==> config.mk <==
export PLATFORM = sky130hd
export DESIGN_NAME = bus_cycle_controller
export DESIGN_NICKNAME = d
export VERILOG_FILES = /design/src/rtl/bus_cycle_controller.sv
export SDC_FILE = /design/constraint.sdc
export NUM_CORES = 1
export LEC_CHECK = 0
export CAP_MARGIN = 30
export CORE_MARGIN = 10
export CORE_UTILIZATION = 43
export DETAILED_ROUTE_END_ITERATION = 10
export PLACE_DENSITY = 0.77
export SLEW_MARGIN = 30
export SYNTH_ARGS = -nofsm -noshare
export SYNTH_HDL_FRONTEND = slang
export SYNTH_SLANG_ARGS = --single-unit
==> constraint.sdc <==
create_clock -name clk -period 3.3 [get_ports clk]
set_clock_uncertainty 0.1 [all_clocks]
set_input_delay 0.495 -clock clk [delete_from_list [all_inputs] [get_ports clk]]
set_output_delay 0.495 -clock clk [all_outputs]
set_load 0.03 [all_outputs]
==> src/rtl/bus_cycle_controller.sv <==
// Bus cycle sequencer: arbitrates EU transfers against prefetch and
// steps each transfer through T1..T4 (with waits). Tracks queue fill.
//
// Ports:
//   clk, reset           clock, async active-low reset
//   eu_req/eu_wr/eu_op   EU transfer request, direction, addressing mode
//   ready                memory ready, sampled in T3/TW
//   q_pop/q_flush        queue byte consumed / control transfer
//   alu_op               address ALU mode (0 = CS:IP for fetches)
//   q_en, ip_en, ip_sel  queue write, IP enable, IP load(1)/incr(0)
//   internal_rd_wr       buffer drives bus (EU write data phase)
//   ale, eu_ack          address strobe (T1), EU completion (T4)
//   bus_state            state code IDLE=0 T1=1 T2=2 T3=3 TW=4 T4=5
//   q_count/full/empty   queue occupancy 0..4 and flags
module bus_cycle_controller (
   input  logic       clk,
   input  logic       reset,
   input  logic       eu_req,
   input  logic       eu_wr,
   input  logic [2:0] eu_op,
   input  logic       ready,
   input  logic       q_pop,
   input  logic       q_flush,
   output logic [2:0] alu_op,
   output logic       q_en,
   output logic       ip_en,
   output logic       ip_sel,
   output logic       internal_rd_wr,
   output logic       ale,
   output logic       eu_ack,
   output logic [2:0] bus_state,
   output logic [2:0] q_count,
   output logic       q_full,
   output logic       q_empty
);

   typedef enum logic [2:0] {
      S_IDLE = 3'd0,
      S_T1   = 3'd1,
      S_T2   = 3'd2,
      S_T3   = 3'd3,
      S_TW   = 3'd4,
      S_T4   = 3'd5
   } state_t;

   state_t     state;
   state_t     state_nxt;

   // attributes of the transfer currently on the bus
   logic       cyc_fetch;
   logic       cyc_wr;
   logic [2:0] cyc_op;
   logic       cyc_discard;

   logic       flush_eff;
   logic       push;
   logic       pop;
   logic [2:0] cnt_nxt;
   logic       eu_pend;
   logic       fetch_pend;
   logic       start;
   logic       data_phase;

   // flush effects are combinational; keep them quiet while in reset
   assign flush_eff = q_flush & reset;

   always_comb begin
      ale            = 1'b0;
      eu_ack         = 1'b0;
      push           = 1'b0;
      alu_op         = 3'd0;
      data_phase     = 1'b0;
      internal_rd_wr = 1'b0;

      ale    = (state == S_T1);
      eu_ack = (state == S_T4) & ~cyc_fetch;
      push   = (state == S_T4) & cyc_fetch &
               ~cyc_discard & ~flush_eff;

      if (state != S_IDLE && !cyc_fetch)
         alu_op = cyc_op;

      data_phase = (state == S_T2) | (state == S_T3) |
                   (state == S_TW) | (state == S_T4);
      internal_rd_wr = data_phase & ~cyc_fetch & cyc_wr;
   end

   assign q_en   = push;
   assign ip_en  = push | flush_eff;
   assign ip_sel = flush_eff;

   always_comb begin
      pop     = 1'b0;
      cnt_nxt = q_count;
      pop     = q_pop & (q_count != 3'd0);
      if (flush_eff)
         cnt_nxt = 3'd0;
      else
         cnt_nxt = q_count + {2'b00, push} - {2'b00, pop};
   end

   // eu_req is still high during its own ack cycle; masking it
   // with eu_ack keeps one request from launching a second transfer
   assign eu_pend    = eu_req & ~eu_ack;
   assign fetch_pend = (cnt_nxt < 3'd4) & ~q_flush;

   always_comb begin
      state_nxt = state;
      start     = 1'b0;
      unique case (state)
         S_IDLE, S_T4: begin
            if (eu_pend || fetch_pend) begin
               state_nxt = S_T1;
               start     = 1'b1;
            end else begin
               state_nxt = S_IDLE;
            end
         end
         S_T1: state_nxt = S_T2;
         S_T2: state_nxt = S_T3;
         S_T3, S_TW: begin
            if (ready)
               state_nxt = S_T4;
            else
               state_nxt = S_TW;
         end
         default: state_nxt = S_IDLE;
      endcase
   end

   always_ff @(posedge clk or negedge reset) begin
      if (!reset) begin
         state <= S_IDLE;
      end else begin
         state <= state_nxt;
      end
   end

   always_ff @(posedge clk or negedge reset) begin
      if (!reset) begin
         cyc_fetch   <= 1'b0;
         cyc_wr      <= 1'b0;
         cyc_op      <= 3'd0;
         cyc_discard <= 1'b0;
      end else if (start) begin
         cyc_fetch   <= ~eu_pend;
         cyc_wr      <= eu_pend & eu_wr;
         cyc_op      <= eu_op;
         cyc_discard <= 1'b0;
      end else if (flush_eff && cyc_fetch &&
                   state != S_IDLE) begin
         // bytes of this fetch belong to the old stream
         cyc_discard <= 1'b1;
      end
   end

   always_ff @(posedge clk or negedge reset) begin
      if (!reset) begin
         q_count <= 3'd0;
      end else begin
         q_count <= cnt_nxt;
      end
   end

   assign bus_state = state;
   assign q_full    = (q_count == 3'd4);
   assign q_empty   = (q_count == 3'd0);

endmodule

==> results.md <==
- Run status: finished clean
- Synthesized instance count: 79
- 1st-iter DRT viols: 10
- Routed len/inst: 14.90 um
- Area Growth Syn to Fin: 41.38%
- Crit path arrival time: 2.81 ns
- Kind of critical path: reg2reg
- DRC Markers: 0
- Most common cell after layout, fill and taps aside: clkdlybuf4s50_1
- PwrDens: 1055 nW/um^2
- Hold Crit Class: in2async
- Finish-stage setup viols: 0
- FF+latch count, synth: 12
- Avg Inst Size Synth: 9.835 um^2
- Area of the core: 1727 um^2
- Final hold viol count: 0
- Final Max Tran Viols: 0
- Hold-fix buffers, CTS: 0
- CTS tree: yes
- Seq/Total Area, Yosys: 0.3865
- Reg2Reg Depth: 10
- Final worst-path cycle share: 0.8376
- Synth area leaders: dfrtp_1 (39%), buf_6 (4.3%), nor2b_1 (4.0%), nor3_1 (3.9%), o211ai_1 (3.9%)
- Cell taking the most area after synthesis: dfrtp_1
- GPL Wtd Cong: 0.8623
- Adder-Cell Fraction of Synth Area: 0.05797
- GRT overflow: 0
- Layout Cells excl Fill: 133
- WP data required: 3.35 ns
- GRT Util Overall: 0.1069
- Die H: 62.51 um
- Clock Tree Buf Depth: 2
- Vias in the first global route: 722
- Antenna Nets Post-Route: 0
- Max-cap viol count: 0
- Synthesized area: 777.0 um^2
- Post-cts resize count: 0
- Filler Cell Count: 160
- TritonCTS Sinks: 12
- Layout cells sized above 1: 0.1111
- Post-DP Area: 1062 um^2
- Rows: 15
- Syn Nets: 92
- H-tree levels: 1
- Initial antenna violation count: 0
- Slew at the pin closest to its max-slew limit: 0.3721 ns
- Synth Area in Compound Gates: 0.1836
- Lkg Pwr: 0.0004536 uW
- Clock transition at path regs: 0.09 ns
- Ys Warns: 0
- Achievable Freq: 361.8 MHz
- Cts bufs inserted: 3
- Post-Synth XOR/XNOR Area: 0.05314
- N_diodes: 0
- Routed WL: 1982 um
- Distinct cells, synth: 32
- DIE AREA: 3908 um^2
- Max-slew headroom at the worst pin: 0.7488
- Commonest non-fill, non-tap cells in the layout: clkdlybuf4s50_1 (26), dfrtp_1 (12), nor2_1 (7), inv_1 (7)
- First-pass GRT wire length: 3429 um
- Largest net degree at the start of global routing: 14
- Mux contribution to synthesized area: 0
- WHS: 0.4215 ns
- Tmin final: 2.764 ns
- Die W: 62.51 um
- Crit. Startpoint: q_count[1]
- Post CTS Setup Buffer Count: 0
- Setup total negative slack: 0 ns
- Via count: 701
- Final nets: 122
- Yosys top cell area share: 0.3865
- Critical Path End: cyc_op[1]
- Initial Utilization: 0.4500
- Startpoint Class: flip-flop
- R2R Path Start: q_count[1]
- Final Cell Area: 1099 um^2
- Post-Synth Simple-Gate Area: 0.2319
- Kind of end point of the critical path: flip-flop
- Placed Cells: 129
- VDD IR max: 0.5227 mV
- Critical R2R Capture: cyc_op[1]
- Clock Latency Late Sink: 0.28 ns
- Port Buf Inserts: 26
- Via density: 5.271
- DP Wirelength: 1580 um
- Max Fanout on Critical Path: 7
- Unrepaired setup endpoints after global routing: false
- I/O Pins: 27
- Main combinational cell family by area after synthesis: simple AND/OR/NAND/NOR gates
- Root Buffer: clkbuf_4
- Reg2reg setup slack: 0.54 ns
- Initial DRT Pass Iterations: 4
-- synth_stat cells --
cell,n
nor3_1,6
nand3b_1,1
or3_1,1
o2111ai_1,3
and2_1,1
a2111o_1,1
inv_1,7
ha_1,2
a211oi_1,1
and4bb_4,1
o31ai_1,1
nand2_1,2
dfrtp_1,12
and3_1,1
xnor3_2,1
a31oi_1,1
a21oi_1,1
buf_6,3
fa_1,1
xnor2_1,2
o21ai_0,1
nor2b_1,5
and2b_1,1
nor3b_1,1
o21ba_2,1
clkbuf_1,2
o21a_1,1
nand4b_1,1
nor2_1,7
nand2b_1,3
o311ai_0,3
o211ai_1,4
-- state kept, by name (all words and copies together), names as in the netlist --
register / cells
cyc_discard: 1
cyc_fetch: 1
bus_state: 3
cyc_wr: 1
cyc_op: 3
q_count: 3
-- metal layers --
layer | routed length (um) | global-route usage
met1 | 833 | 0.1161
met4 | 40 | 0.05028
met2 | 956 | 0.1782
met3 | 152 | 0.04122
met5 | 0 | 0
-- worst max-delay path: stages, from the launching register on --
cell and delay (ns):
dfrtp_1 0.45, nor3_2 0.24, nor2b_1 0.08, ha_1 0.27
inv_1 0.06, ha_1 0.13, inv_1 0.05, fa_1 0.38
xnor3_2 0.28, and4bb_4 0.25, o311ai_0 0.35
-- worst min-delay path by stage --
stage	cells after the start	slack [ns]	to
global route	2	0.43	bus_state[1]
floorplan	0	0.1	bus_state[0]
detailed placement	2	0.43	cyc_wr
CTS	2	0.43	cyc_op[1]
global placement	2	0.43	cyc_wr
finish	2	0.42	q_count[2]
-- cell type report --
| cell class | instances | area [um^2] | area share |
|---|---|---|---|
| Tap cell | 25 | 31.28 | 0.02847 |
| Sequential cell | 12 | 300.3 | 0.2733 |
| Timing Repair Buffer | 30 | 290.3 | 0.2642 |
| Multi-Input combinational cell | 55 | 414.1 | 0.3770 |
| Inverter | 7 | 26.28 | 0.02392 |
| Clock buffer | 4 | 36.28 | 0.03303 |
-- metrics by stage --
stage	total power [uW]	util	setup WS, ns
floorplan	799.1	-	0.1404
global placement	1020	0.6152	0.3116
detailed placement	1046	0.6152	0.1994
CTS	1169	0.6362	0.4943
global route	1246	0.6362	0.2733
finish	1159	0.6362	0.5360
-- power by group --
part	internal (uW)	leakage (uW)	total, uW	switching, uW
combinational	334	0.000283	750	416
clock	67.2	0.0000210	124	56.4
sequential	217	0.000150	285	67.9
-- cell families (layout without fill, tap and decap cells) --
| family | after synthesis | after routing |
|---|---|---|
| DFF | 12 | 12 |
| buffers and inverters | 12 | 41 |
| AOI/OAI and AO/OA | 18 | 18 |
| adders and majority gates | 3 | 3 |
| and+or+nand+nor | 31 | 31 |
| xor gates and xnor gates | 3 | 3 |
(Power assumes the default switching activity.)
